## config.mk

```make
export PLATFORM = sky130hd
export DESIGN_NAME = audio_mixer
export DESIGN_NICKNAME = d
export VERILOG_FILES = /design/src/rtl/audio_pkg.sv /design/src/rtl/audio_mixer_dc_blocker.sv /design/src/rtl/audio_mixer.sv
export SDC_FILE = /design/constraint.sdc
export NUM_CORES = 1
export LEC_CHECK = 0
export CAP_MARGIN = 10
export CORE_ASPECT_RATIO = 0.6
export CORE_MARGIN = 2
export CORE_UTILIZATION = 39
export DETAILED_ROUTE_END_ITERATION = 8
export SLEW_MARGIN = 20
export SYNTH_ARGS = -nofsm -noshare
export SYNTH_HDL_FRONTEND = slang
export SYNTH_SLANG_ARGS = --single-unit
```

## constraint.sdc

```tcl
create_clock -name clk_sys -period 6.76 [get_ports clk_sys]
set_clock_uncertainty 0.15 [all_clocks]
set_input_delay 1.014 -clock clk_sys [delete_from_list [all_inputs] [get_ports clk_sys]]
set_output_delay 1.014 -clock clk_sys [all_outputs]
set_load 0.01 [all_outputs]
```

## src/rtl/audio_pkg.sv

```systemverilog
// Shared types, limits and mix weights for the audio mixer and its DC blocker.
// The mix helper encodes source priority: Covox, then PSG, then beeper alone.
package audio_pkg;

  typedef logic signed [15:0] sample_t;
  typedef logic        [9:0]  mix_t;
  typedef logic signed [16:0] xval_t;

  localparam sample_t SAMPLE_MAX = 16'sh7FFF;
  localparam sample_t SAMPLE_MIN = 16'sh8000;

  localparam int COVOX_SHIFT    = 1;
  localparam int PSG_AC_SHIFT   = 1;
  localparam int SPK_MIX_SHIFT  = 5;
  localparam int SPK_SOLO_SHIFT = 7;
  localparam int MIX_TO_X_SHIFT = 6;

  // Worst case is PSG with all inputs at full scale: 510 + 255 + 224 = 989.
  function automatic mix_t mix_sum(
    input logic       cov_en,
    input logic       psg_en,
    input logic [7:0] cov,
    input logic [7:0] pa,
    input logic [7:0] pb,
    input logic [2:0] spk
  );
    mix_t m;
    if (cov_en)
      m = (mix_t'(cov) << COVOX_SHIFT) + (mix_t'(spk) << SPK_MIX_SHIFT);
    else if (psg_en)
      m = (mix_t'(pa) << PSG_AC_SHIFT) + mix_t'(pb) + (mix_t'(spk) << SPK_MIX_SHIFT);
    else
      m = mix_t'(spk) << SPK_SOLO_SHIFT;
    return m;
  endfunction

endpackage

```

## src/rtl/audio_mixer_dc_blocker.sv

```systemverilog
// First-order DC blocker with saturation and priming, one instance per channel.
// Priming makes the first filtered sample after reset or unmute exactly zero.
module dc_blocker
  import audio_pkg::*;
#(
  parameter int DCB_SHIFT = 10
) (
  input  logic    clk,
  input  logic    reset,
  input  logic    valid,
  input  logic    mute,
  input  xval_t   x,
  output sample_t y,
  output logic    sat
);

  logic    primed_q, primed_d;
  xval_t   x_prev_q, x_prev_d;
  sample_t y_prev_q, y_prev_d;
  sample_t y_q, y_d;
  logic    sat_q, sat_d;

  logic signed [18:0] x_e, xp_e, yp_e, yd_e, acc;

  always_comb begin
    x_e  = x;
    xp_e = x_prev_q;
    yp_e = y_prev_q;
    yd_e = y_prev_q >>> DCB_SHIFT;
    acc  = x_e - xp_e + yp_e - yd_e;

    primed_d = primed_q;
    x_prev_d = x_prev_q;
    y_prev_d = y_prev_q;
    y_d      = y_q;
    sat_d    = sat_q;

    // Mute holds the filter cleared every cycle so unmute always re-primes.
    if (mute) begin
      primed_d = 1'b0;
      x_prev_d = '0;
      y_prev_d = '0;
      if (valid) begin
        y_d   = '0;
        sat_d = 1'b0;
      end
    end else if (valid) begin
      if (!primed_q) begin
        primed_d = 1'b1;
        x_prev_d = x;
        y_prev_d = '0;
        y_d      = '0;
        sat_d    = 1'b0;
      end else begin
        x_prev_d = x;
        if (acc > 19'sd32767) begin
          y_d   = SAMPLE_MAX;
          sat_d = 1'b1;
        end else if (acc < -19'sd32768) begin
          y_d   = SAMPLE_MIN;
          sat_d = 1'b1;
        end else begin
          y_d   = acc[15:0];
          sat_d = 1'b0;
        end
        y_prev_d = y_d;
      end
    end
  end

  always_ff @(posedge clk or posedge reset) begin
    if (reset) begin
      primed_q <= 1'b0;
      x_prev_q <= '0;
      y_prev_q <= '0;
      y_q      <= '0;
      sat_q    <= 1'b0;
    end else begin
      primed_q <= primed_d;
      x_prev_q <= x_prev_d;
      y_prev_q <= y_prev_d;
      y_q      <= y_d;
      sat_q    <= sat_d;
    end
  end

  assign y   = y_q;
  assign sat = sat_q;

endmodule

```

## src/rtl/audio_mixer.sv

```systemverilog
// Sample-rate stereo mixer: tick-sampled sources, unsigned mix, offset to signed,
// DC-blocked and saturated, then registered with a one-cycle strobe.
module audio_mixer
  import audio_pkg::*;
#(
  parameter int CLK_RATE    = 96_000_000,
  parameter int SAMPLE_RATE = 48_000,
  parameter int DCB_SHIFT   = 10
) (
  input  logic       clk_sys,
  input  logic       reset,
  input  logic [2:0] spk_out,
  input  logic [5:0] psg_active,
  input  logic [7:0] channel_a,
  input  logic [7:0] channel_b,
  input  logic [7:0] channel_c,
  input  logic       covox_enable,
  input  logic [7:0] covox_l,
  input  logic [7:0] covox_r,
  input  logic       mute,
  output sample_t    sample_l,
  output sample_t    sample_r,
  output logic       sample_stb,
  output logic       clip
);

  localparam int DIV = CLK_RATE / SAMPLE_RATE;
  localparam int CW  = $clog2(DIV);

  logic [CW-1:0] cnt_q, cnt_d;
  logic          tick;

  logic       s0_vld_q, s0_vld_d;
  logic [2:0] spk_q, spk_d;
  logic       psg_en_q, psg_en_d;
  logic [7:0] a_q, a_d, b_q, b_d, c_q, c_d;
  logic       cov_en_q, cov_en_d;
  logic [7:0] cov_l_q, cov_l_d, cov_r_q, cov_r_d;

  logic s1_vld_q, s1_vld_d;
  mix_t mix_l_q, mix_l_d, mix_r_q, mix_r_d;

  logic  s2_vld_q, s2_vld_d;
  xval_t x_l_q, x_l_d, x_r_q, x_r_d;

  logic    s3_vld_q, s3_vld_d;
  sample_t y_l, y_r;
  logic    sat_l, sat_r;

  sample_t out_l_q, out_l_d, out_r_q, out_r_d;
  logic    stb_q, stb_d, clip_q, clip_d;

  always_comb begin
    tick  = (cnt_q == CW'(DIV - 1));
    cnt_d = tick ? '0 : cnt_q + CW'(1);

    s0_vld_d = tick;
    spk_d    = spk_q;
    psg_en_d = psg_en_q;
    a_d      = a_q;
    b_d      = b_q;
    c_d      = c_q;
    cov_en_d = cov_en_q;
    cov_l_d  = cov_l_q;
    cov_r_d  = cov_r_q;
    if (tick) begin
      spk_d    = spk_out;
      psg_en_d = |psg_active;
      a_d      = channel_a;
      b_d      = channel_b;
      c_d      = channel_c;
      cov_en_d = covox_enable;
      cov_l_d  = covox_l;
      cov_r_d  = covox_r;
    end

    s1_vld_d = s0_vld_q;
    mix_l_d  = mix_l_q;
    mix_r_d  = mix_r_q;
    if (s0_vld_q) begin
      mix_l_d = mix_sum(cov_en_q, psg_en_q, cov_l_q, a_q, b_q, spk_q);
      mix_r_d = mix_sum(cov_en_q, psg_en_q, cov_r_q, c_q, b_q, spk_q);
    end

    // Full-scale unsigned mix maps onto the signed 16-bit range around zero.
    s2_vld_d = s1_vld_q;
    x_l_d    = x_l_q;
    x_r_d    = x_r_q;
    if (s1_vld_q) begin
      x_l_d = $signed({1'b0, mix_l_q, 6'b0}) - 17'sd32768;
      x_r_d = $signed({1'b0, mix_r_q, 6'b0}) - 17'sd32768;
    end

    s3_vld_d = s2_vld_q;

    stb_d   = s3_vld_q;
    out_l_d = out_l_q;
    out_r_d = out_r_q;
    clip_d  = 1'b0;
    if (s3_vld_q) begin
      out_l_d = y_l;
      out_r_d = y_r;
      clip_d  = sat_l | sat_r;
    end
  end

  dc_blocker #(.DCB_SHIFT(DCB_SHIFT)) u_dcb_l (
    .clk   (clk_sys),
    .reset (reset),
    .valid (s2_vld_q),
    .mute  (mute),
    .x     (x_l_q),
    .y     (y_l),
    .sat   (sat_l)
  );

  dc_blocker #(.DCB_SHIFT(DCB_SHIFT)) u_dcb_r (
    .clk   (clk_sys),
    .reset (reset),
    .valid (s2_vld_q),
    .mute  (mute),
    .x     (x_r_q),
    .y     (y_r),
    .sat   (sat_r)
  );

  always_ff @(posedge clk_sys or posedge reset) begin
    if (reset) begin
      cnt_q    <= '0;
      s0_vld_q <= 1'b0;
      spk_q    <= '0;
      psg_en_q <= 1'b0;
      a_q      <= '0;
      b_q      <= '0;
      c_q      <= '0;
      cov_en_q <= 1'b0;
      cov_l_q  <= '0;
      cov_r_q  <= '0;
      s1_vld_q <= 1'b0;
      mix_l_q  <= '0;
      mix_r_q  <= '0;
      s2_vld_q <= 1'b0;
      x_l_q    <= '0;
      x_r_q    <= '0;
      s3_vld_q <= 1'b0;
      out_l_q  <= '0;
      out_r_q  <= '0;
      stb_q    <= 1'b0;
      clip_q   <= 1'b0;
    end else begin
      cnt_q    <= cnt_d;
      s0_vld_q <= s0_vld_d;
      spk_q    <= spk_d;
      psg_en_q <= psg_en_d;
      a_q      <= a_d;
      b_q      <= b_d;
      c_q      <= c_d;
      cov_en_q <= cov_en_d;
      cov_l_q  <= cov_l_d;
      cov_r_q  <= cov_r_d;
      s1_vld_q <= s1_vld_d;
      mix_l_q  <= mix_l_d;
      mix_r_q  <= mix_r_d;
      s2_vld_q <= s2_vld_d;
      x_l_q    <= x_l_d;
      x_r_q    <= x_r_d;
      s3_vld_q <= s3_vld_d;
      out_l_q  <= out_l_d;
      out_r_q  <= out_r_d;
      stb_q    <= stb_d;
      clip_q   <= clip_d;
    end
  end

  assign sample_l   = out_l_q;
  assign sample_r   = out_r_q;
  assign sample_stb = stb_q;
  assign clip       = clip_q;

endmodule

```

==> results.py, run 1 <==
metrics = {
    "clocking": {
        "cts_hold_buf": 0,
        "cts_buffers": 24,
        "cts_tree": "done",
        "root_buffer": "clkbuf_16",
        "post_cts_resized": 0,
        "cts_sinks": 218,
        "cts.clk_slew.worst_paths_ns": 0.07,
        "cts_setup_buffers": 0,
        "insertion_delay_ns": 0.53,
        "h-tree-depth": 1,
        "clock_path_buffers": 3,
    },
    "floorplanning": {
        "row_count": 50,
        "die_w_um": 234.3,
        "fp.coreArea_um2": 31220,
        "initial_utilization_pct": 39.76,
        "pin_count": 87,
        "die_y_um": 142.2,
        "die-area_um2": 33310,
    },
    "power_and_ir_drop": {
        "leakage_nw": 7.113,
        "peakVddDrop_mv": 0.1448,
        "power.density_nw_per_um2": 190.0,
    },
    "critical_path": {
        "critPathKind": "flip-flop to flip-flop",
        "path_max_fanout": 20,
        "reg2reg_slack_ns": 1.51,
        "worstPathCellList": "fa_1, inv_1, fa_1, ha_1, a21o_1, a31o_2, o21a_1, o2bb2ai_1, a311o_1, a21oi_1, nand2_1, o211ai_1",
        "crit_arrival_ns": 5.54,
        "critPathLaunchType": "flip-flop",
        "r2r_cells": 12,
        "cpMostUsedCell": "fa_1",
        "critPathSlowestCell": "dfrtp_1",
        "max_stage_delay_ns": 1.00,
        "worstSetupEndpointType": "flip-flop",
        "required_ns": 7.04,
    },
    "logic_synthesis": {
        "ys_ff_latch": 218,
        "synth_edf_count": 0,
        "avgSynthCellArea_um2": 10.51,
        "synth.area.top_cells": "dfrtp_1 44%, fa_1 9.0%, ha_1 7.8%",
        "syn-cell-area_um2": 12410,
        "synthArstFlopShare_pct": 100.0,
        "synth-main-ff-cell": "dfrtp_1",
        "synthTopCellsByCount": "218 x dfrtp_1, 142 x inv_1, 125 x nand2_1",
        "synth_top_cell_area_share_pct": 43.96,
        "synth_fp_nets": 1367,
        "yosysSeqAreaShare_pct": 43.96,
        "yosys_warnings": 0,
        "yosys.area.top_type": "dfrtp_1",
        "synth.most_common_cell": "dfrtp_1",
        "ys_types": 70,
        "synthCells": 1181,
    },
    "min_path": {
        "min_path_type": "flip-flop to flip-flop",
        "min_delay_path_depth": 1,
    },
    "sta": {
        "rsz0062_at_grt": "false",
        "period_needed_ns": 5.254,
        "fin_crit_sh_pct": 77.72,
        "clock.fmax_mhz": 190.3,
        "timing.slew.headroom_pct": 31.62,
        "tightest_slew_ns": 1.022,
        "setup-violations-final": 0,
        "fin_hold_ws_ns": 0.3061,
        "hold_violations": 0,
        "slew_viol_final": 0,
        "setup_tns_ns": 0,
    },
    "route": {
        "drt_first_pass_iters": 5,
        "drt_iter0_drc": 590,
        "wirelength_um": 27420,
        "avgRoutedWirePerCell_um": 16.23,
        "drc_errors": 0,
        "via_count": 8494,
        "vias_per_cell": 5.026,
        "ant_nets": 0,
    },
    "placement": {
        "hpwl_um": 20150,
        "dp.cells": 1645,
        "gp_congestion": 0.9125,
        "port_buffers": 86,
        "placed_cell_area_um2": 13700,
    },
    "finish": {
        "antennaDiodeCount": 0,
        "fin_cells": 1690,
        "area_delta_synth_final_pct": 17.50,
        "final_cell_area_um2": 14580,
        "fin_nets": 1442,
        "drive_gt1_share_pct": 11.38,
    },
    "global_routing": {
        "grt_pass1_vias": 8375,
        "track_usage_pct": 16.83,
        "grt_max_degree": 135,
        "antenna_found_initial": 0,
        "grt.overflow.total": 0,
        "grt_pass1_wl_um": 44810,
    },
    "job": {
        "drv_cap": 0,
    },
    "run_status": {
        "status": "finished, final reports clean",
    },
}
-- stage by stage --
step	util [%]	worst slack, ns	total power, mW
finish	46.71	1.506	2.771
CTS	46.62	1.499	2.809
global route	46.71	1.064	2.870
global placement	43.85	1.456	1.398
floorplan	-	2.324	1.355
detailed placement	43.88	1.534	1.398
-- kinds of logic after synthesis --
family	share of synthesized area [%]
buf+inv	5.878
fa+ha+maj	16.80
simple gates	10.24
flops	43.96
mux	8.398
compound gates	11.69
xor+xnor	3.035
-- sequential cells by signal, indices dropped and copies added, names as in the netlist, 10 cells and up --
name              count
sample_r             16
u_dcb_l.y            16
sample_l             16
u_dcb_l.y_prev_q     16
x_l_q                10
u_dcb_r.y            16
u_dcb_r.x_prev_q     10
cnt_q                11
u_dcb_r.y_prev_q     16
mix_l_q              10
-- worst paths after layout --
| path | start | to |
|---|---|---|
| max in group asynchronous | reset | s1_vld_q$_DFF_PP0_ |
| hold reg to reg | mix_l_q[9]$_DFFE_PP0P_ | x_l_q[15]$_DFFE_PP0P_ |
| setup reg to reg | u_dcb_r.y_prev_q[15]$_DFFE_PP0P_ | u_dcb_r.y_prev_q[11]$_DFFE_PP0P_ |
| min in group asynchronous | reset | sample_l[9]$_DFFE_PP0P_ |
| hold / removal | mix_l_q[9]$_DFFE_PP0P_ | x_l_q[15]$_DFFE_PP0P_ |
| setup / recovery | u_dcb_r.y_prev_q[15]$_DFFE_PP0P_ | u_dcb_r.y_prev_q[11]$_DFFE_PP0P_ |
-- routing by layer --
metal  GRT usage [%]  wire (um)  up-vias
met5               0          0        -
met4           2.714        316        0
met3           2.865        972       28
met2           23.65      11530      116
met1           27.12      14600     4225
li1                -          -     4125
-- critical path, delay by kind of cell, from the launching register on --
| family | cells | cell delay [ns] |
|---|---|---|
| DFF | 1 | 1.00 |
| buffers and inverters | 1 | 0.09 |
| AOI/OAI and AO/OA | 7 | 1.98 |
| adders and majority gates | 3 | 1.36 |
| and+or+nand+nor | 1 | 0.55 |
-- report_power, final --
group	internal (mW)	switching, mW	leakage [nW]	total [mW]
clock	0.842	0.555	0.426	1.40
sequential	1.31	0.000591	2.85	1.31
combinational	0.0308	0.0366	3.84	0.0674
-- layout by cell type, fill, tap and decap left out, types with 6 or more instances in the layout --
cell type        count
a21o_1              26
a21oi_1             53
a31oi_1              6
and3_1               7
buf_4                8
clkbuf_16           25
clkbuf_8             8
clkdlybuf4s50_1     86
dfrtp_1            217
fa_1                56
ha_1                77
inv_1              141
mux2_2              73
mux2i_1             22
nand2_1            125
nand2b_1             8
nand3_1             45
nor2_1              67
nor2b_1             13
o211ai_1             6
o21a_1              13
o21ai_0             45
o21ai_1              7
xnor2_1             27
xor2_1              16
-- cell type report --
class                   count  area [um2]
well taps                 416       520.5
fillers                  2846       16630
flip-flops and latches    218        5456
repair buffers             96       968.4
clock buffers              34       739.5
multi-input cells         774        6245
clock inverters            10       116.4
inverters                 142       536.8
Note: power is estimated with default switching activity, not from simulation.
==> run 2: changes to the inputs <==
==> constraint.sdc (replaced) <==
create_clock -name clk_sys -period 4.4 [get_ports clk_sys]
set_clock_uncertainty 0.15 [all_clocks]
set_input_delay 0.66 -clock clk_sys [delete_from_list [all_inputs] [get_ports clk_sys]]
set_output_delay 0.66 -clock clk_sys [all_outputs]
set_load 0.01 [all_outputs]
==> run 2 against run 1 <==
  * Die area unchanged
  * Cell count is 1.9% higher
  * Clock power rose by 33%
  * Power increased by 43%
  * Critical endpoint is now u_dcb_r.y_prev_q[6]$_DFFE_PP0P_
  * Wire length down 0.35%
  * Worst setup slack worse by 1.4 ns
  * Sequential power rose by 53%
  * Via count is 0.82% higher
  * Critical path depth increased by 2
  * Combinational power is 56% higher
==> results.py, run 2 (synthesis results as in run 1) <==
metrics = {
    "sta": {
        "clock.fmax_mhz": 233.0,
        "timing.slew.headroom_pct": 44.71,
        "setup-violations-final": 0,
        "tightest_slew_ns": 0.8284,
        "fin_hold_ws_ns": 0.2996,
        "setup_tns_ns": 0,
        "hold_violations": 0,
        "period_needed_ns": 4.291,
        "fin_crit_sh_pct": 97.53,
        "rsz0062_at_grt": "true",
        "slew_viol_final": 0,
    },
    "placement": {
        "dp.cells": 1674,
        "port_buffers": 86,
        "gp_congestion": 0.8775,
        "hpwl_um": 20560,
    },
    "global_routing": {
        "antenna_found_initial": 0,
        "use_met2_pct": 23.54,
        "met1_usage_pct": 26.91,
        "grt_pass1_wl_um": 44770,
        "grt-busiest-layer": "met1",
        "grt.overflow.total": 0,
        "track_usage_pct": 16.75,
        "grt_pass1_vias": 8390,
        "grt_util_met3_pct": 2.925,
        "grt_max_degree": 90,
    },
    "route": {
        "wirelength_um": 27330,
        "drt_first_pass_iters": 7,
        "vias_per_cell": 4.973,
        "drt_iter0_drc": 529,
        "via_count": 8564,
        "drc_errors": 0,
        "avgRoutedWirePerCell_um": 15.87,
        "ant_nets": 0,
    },
    "finish": {
        "fin_cells": 1722,
        "fin_nets": 1479,
        "final_common_cell": "dfrtp_1",
        "area_delta_synth_final_pct": 19.21,
        "finalCoreUtilization_pct": 47.39,
        "final_cell_mix": "216 x dfrtp_1, 141 x inv_1, 125 x nand2_1, 86 x clkdlybuf4s50_1, 75 x ha_1",
        "drive_gt1_share_pct": 14.09,
        "antennaDiodeCount": 0,
    },
    "power_and_ir_drop": {
        "power.density_nw_per_um2": 268.5,
        "peakVddDrop_mv": 0.2074,
        "leakage_nw": 7.232,
    },
    "clocking": {
        "cts_tree": "done",
        "insertion_delay_ns": 0.52,
        "cts_sinks": 218,
        "clock_path_buffers": 3,
        "root_buffer": "clkbuf_16",
        "cts.clk_slew.worst_paths_ns": 0.06,
        "cts_buffers": 23,
        "h-tree-depth": 1,
        "cts_hold_buf": 0,
    },
    "critical_path": {
        "path_max_fanout": 15,
        "crit_arrival_ns": 4.59,
        "critPathKind": "flip-flop to flip-flop",
        "worstSetupEndpointType": "flip-flop",
        "critPathLaunchType": "flip-flop",
        "required_ns": 4.70,
    },
    "floorplanning": {
        "die-area_um2": 33310,
        "pin_count": 87,
        "initial_utilization_pct": 39.76,
        "fp.coreArea_um2": 31220,
        "die_w_um": 234.3,
        "row_count": 50,
        "die_y_um": 142.2,
    },
    "job": {
        "drv_cap": 0,
    },
    "min_path": {
        "min_path_type": "flip-flop to flip-flop",
    },
    "run_status": {
        "status": "finished, final reports clean",
    },
}
run 2: report_power, final:
| group | switching [mW] | internal [mW] |
|---|---|---|
| sequential | 0.00136 | 2.01 |
| combinational | 0.0566 | 0.0483 |
| clock | 0.804 | 1.06 |
run 2: per-stage QoR:
step | area (um2) | power, mW | setup slack [ns]
global placement | 13950 | 2.153 | 0.09645
floorplan | 12420 | 2.081 | 0.1045
CTS | 14690 | 4.029 | 0.03320
global route | 14790 | 4.120 | -0.07579
finish | 14790 | 3.973 | 0.1087
detailed placement | 13950 | 2.154 | -0.01147
run 2: repair_timing:
item	in CTS	in global routing
endpoints found under the setup margin	1	51
resized for setup	0	15
setup buffers	5	4
gates cloned	0	1
pin swaps	1	6
run 2: cell type report:
class,count,area (um2)
Multi-Input combinational cell,774,6290
Sequential cell,218,5458
Tap cell,416,520.5
Timing Repair Buffer,134,1289
Clock buffer,34,676.9
Fill cell,2847,16420
Inverter,142,536.8
Clock inverter,4,23.77
run 2: per-layer routing:
| layer | routed length, um | vias to the layer above |
|---|---|---|
| met3 | 1042 | 33 |
| li1 | - | 4200 |
| met5 | 0 | - |
| met1 | 14350 | 4213 |
| met2 | 11580 | 118 |
| met4 | 353 | 0 |
run 2: worst max-delay path, stage by stage, from the launching register on:
cell             delay, ns
dfrtp_1               0.39
buf_12                0.17
fa_1                  0.53
inv_1                 0.05
fa_1                  0.45
ha_1                  0.35
and3_1                0.22
a221oi_1              0.37
o31ai_1               0.18
o311ai_1              0.35
o211ai_1              0.21
o31ai_4               0.33
clkdlybuf4s15_2       0.28
nand2_1               0.09
nand3_1               0.09
run 2: path summary, 6_finish.rpt:
check / from / end / slack (ns) / depth (start not counted)
worst min register to register: mix_l_q[9]$_DFFE_PP0P_ / x_l_q[15]$_DFFE_PP0P_ / 0.30 / 1
max in group asynchronous: reset / sample_r[6]$_DFFE_PP0P_ / 2.96 / 3
worst max register to register: u_dcb_r.y_prev_q[15]$_DFFE_PP0P_ / u_dcb_r.y_prev_q[6]$_DFFE_PP0P_ / 0.11 / 14
worst max-delay path: u_dcb_r.y_prev_q[15]$_DFFE_PP0P_ / u_dcb_r.y_prev_q[6]$_DFFE_PP0P_ / 0.11 / 14
min in group asynchronous: reset / sample_l[12]$_DFFE_PP0P_ / 0.33 / 2
worst min-delay path: mix_l_q[9]$_DFFE_PP0P_ / x_l_q[15]$_DFFE_PP0P_ / 0.30 / 1
==> run 3: changes to the inputs <==
--- a/config.mk
+++ b/config.mk
@@ -8,8 +8,9 @@
 export CAP_MARGIN = 10
 export CORE_ASPECT_RATIO = 0.6
 export CORE_MARGIN = 2
-export CORE_UTILIZATION = 39
+export CORE_UTILIZATION = 45
 export DETAILED_ROUTE_END_ITERATION = 8
+export PLACE_DENSITY = 0.66
 export SLEW_MARGIN = 20
 export SYNTH_ARGS = -nofsm -noshare
 export SYNTH_HDL_FRONTEND = slang
==> constraint.sdc (replaced) <==
create_clock -name clk_sys -period 4.4 [get_ports clk_sys]
set_clock_uncertainty 0.15 [all_clocks]
set_input_delay 0.44 -clock clk_sys [delete_from_list [all_inputs] [get_ports clk_sys]]
set_output_delay 0.44 -clock clk_sys [all_outputs]
set_load 0.01 [all_outputs]
==> run 3 against run 2 <==
  * Count of clock-buffer cells in the layout down 2
  * Cell count down 0.93%
  * Worst setup slack better by 0.016 ns
  * Power up 1.1%
  * Via count up 2.8%
  * Register-to-register slack better by 0.02 ns
  * Hold slack worse by 0.0088 ns
  * Non-clock buffer count up 30
  * Clock power up 3%
  * Fmax up 0.37%
  * Largest cell class unchanged
  * Largest power group unchanged
==> results.py, run 3 (synthesis results as in run 1) <==
metrics = {
    "run_status": {
        "status": "finished, final reports clean",
    },
    "clocking": {
        "insertion_delay_ns": 0.52,
        "cts.clk_slew.worst_paths_ns": 0.06,
        "cts_tree": "done",
        "root_buffer": "clkbuf_16",
        "cts_hold_buf": 0,
        "cts_sinks": 218,
        "clock_path_buffers": 3,
        "cts_buffers": 23,
        "h-tree-depth": 1,
    },
    "route": {
        "via_count": 8801,
        "drt_first_pass_iters": 5,
        "wirelength_um": 27750,
        "vias_per_cell": 5.159,
        "drc_errors": 0,
        "drt_iter0_drc": 571,
        "avgRoutedWirePerCell_um": 16.27,
        "ant_nets": 0,
    },
    "floorplanning": {
        "initial_utilization_pct": 45.39,
        "die_y_um": 132.6,
        "die-area_um2": 28970,
        "fp.coreArea_um2": 27350,
        "pin_count": 87,
        "die_w_um": 218.4,
        "row_count": 47,
    },
    "power_and_ir_drop": {
        "design_power_total_mw": 4.017,
        "peakVddDrop_mv": 0.1952,
        "power.density_nw_per_um2": 264.7,
        "leakage_nw": 7.457,
    },
    "finish": {
        "antennaDiodeCount": 0,
        "fin_nets": 1510,
        "final_cell_mix": "216 x dfrtp_1, 141 x inv_1, 125 x nand2_1, 86 x clkdlybuf4s50_1, 73 x mux2_2",
        "final_cell_area_um2": 15170,
        "area_delta_synth_final_pct": 22.26,
        "finalCoreUtilization_pct": 55.49,
        "drive_gt1_share_pct": 17.40,
        "final_common_cell": "dfrtp_1",
    },
    "min_path": {
        "min_path_type": "primary input to asynchronous set/reset pin",
    },
    "critical_path": {
        "critPathLaunchType": "flip-flop",
        "required_ns": 4.62,
        "critPathKind": "flip-flop to flip-flop",
        "cpMostUsedCell": "buf_6",
        "worstPathCellList": "buf_6, buf_6, fa_1, inv_1, fa_1, ha_4, nand2_1, nor2b_1, o2111a_1, or4bb_1, and3b_2, o31ai_4, buf_6, a21boi_4, o21ai_1",
        "crit_family": "adder cells",
        "max_stage_delay_ns": 0.53,
        "worstSetupEndpointType": "flip-flop",
        "worst-path-buf-inv": 4,
        "crit_arrival_ns": 4.49,
        "critPathSlowestCell": "fa_1",
        "path_max_fanout": 5,
    },
    "global_routing": {
        "grt.overflow.total": 0,
        "track_usage_pct": 19.57,
        "antenna_found_initial": 0,
        "grt_pass1_vias": 8787,
        "grt_max_degree": 134,
        "grt_pass1_wl_um": 45890,
    },
    "sta": {
        "clock.fmax_mhz": 233.9,
        "period_needed_ns": 4.276,
        "setup_tns_ns": 0,
        "timing.slew.headroom_pct": 45.33,
        "slew_viol_final": 0,
        "setup-violations-final": 0,
        "fin_hold_ws_ns": 0.2909,
        "fin_crit_sh_pct": 97.17,
        "tightest_slew_ns": 0.8191,
        "hold_violations": 0,
    },
    "placement": {
        "port_buffers": 86,
        "placed_cell_area_um2": 14070,
        "hpwl_um": 20230,
        "gp_congestion": 0.9200,
    },
    "job": {
        "drv_cap": 0,
    },
}
run 3: cell types whose count changed in the layout (fill, tap and decap cells not counted), moves of 2 or more:
| cell | delta |
|---|---|
| buf_4 | +28 |
| ha_4 | +6 |
| buf_6 | +5 |
| ha_1 | -5 |
| a21boi_2 | -3 |
| a21boi_4 | +3 |
| clkinvlp_4 | +3 |
| o21ai_0 | -3 |
| a21oi_1 | -2 |
| a21oi_2 | +2 |
| o21ai_1 | +2 |
| xnor2_1 | -2 |
| xnor2_2 | +2 |
run 3: cell type report:
cell class	count	area, um2
Tap cell	367	459.2
Fill cell	2346	12170
Clock buffer	32	659.4
Timing Repair Buffer	164	1519
Sequential cell	218	5460
Inverter	142	536.8
Clock inverter	8	76.32
Multi-Input combinational cell	775	6462
run 3: path summary, 6_finish.rpt:
check | start | end | slack, ns | cells after the start
max in group asynchronous | reset | u_dcb_l.y_prev_q[15]$_DFFE_PP0P_ | 3.16 | 3
min in group clk_sys | cnt_q[0]$_DFF_PP0_ | cnt_q[0]$_DFF_PP0_ | 0.31 | 1
setup / recovery | u_dcb_l.y_prev_q[15]$_DFFE_PP0P_ | u_dcb_l.y[3]$_DFFE_PP0P_ | 0.12 | 15
hold reg to reg | cnt_q[0]$_DFF_PP0_ | cnt_q[0]$_DFF_PP0_ | 0.31 | 1
setup reg to reg | u_dcb_l.y_prev_q[15]$_DFFE_PP0P_ | u_dcb_l.y[3]$_DFFE_PP0P_ | 0.12 | 15
hold / removal | reset | u_dcb_l.x_prev_q[15]$_DFFE_PP0P_ | 0.29 | 3
run 3: per-stage QoR:
stage	cells	setup WS [ns]
after floorplan	1181	0.1045
after global placement	1653	-0.1196
after global routing	1706	-0.004395
after detailed placement	1653	-0.2182
after CTS	1697	0.008273
final	1706	0.1245
run 3: per-layer routing:
| layer | GRT usage, % | up-vias | share of wire [%] |
|---|---|---|---|
| met5 | 0 | - | 0 |
| met4 | 2.532 | 0 | 0.90 |
| met3 | 3.011 | 21 | 5.0 |
| met2 | 27.76 | 175 | 42 |
| met1 | 31.96 | 4354 | 52 |
| li1 | - | 4251 | - |
run 3: worst min-delay path: cells and delay by family:
| family | cells | cell delay, ns |
|---|---|---|
| buf+inv | 3 | 0.91 |
run 3: where the power goes:
| group | total, mW | switching (mW) | internal [mW] |
|---|---|---|---|
| sequential | 2.01 | 0.000765 | 2.01 |
| clock | 1.91 | 0.804 | 1.10 |
| combinational | 0.102 | 0.0552 | 0.0466 |
| total | 4.02 | 0.860 | 3.16 |
run 3: what timing repair did:
item                       CTS  global route
buffers inserted             3             8
pin swaps                    1            24
gates cloned                 1             1
resized for setup           14            32
setup endpoints to repair   54            61
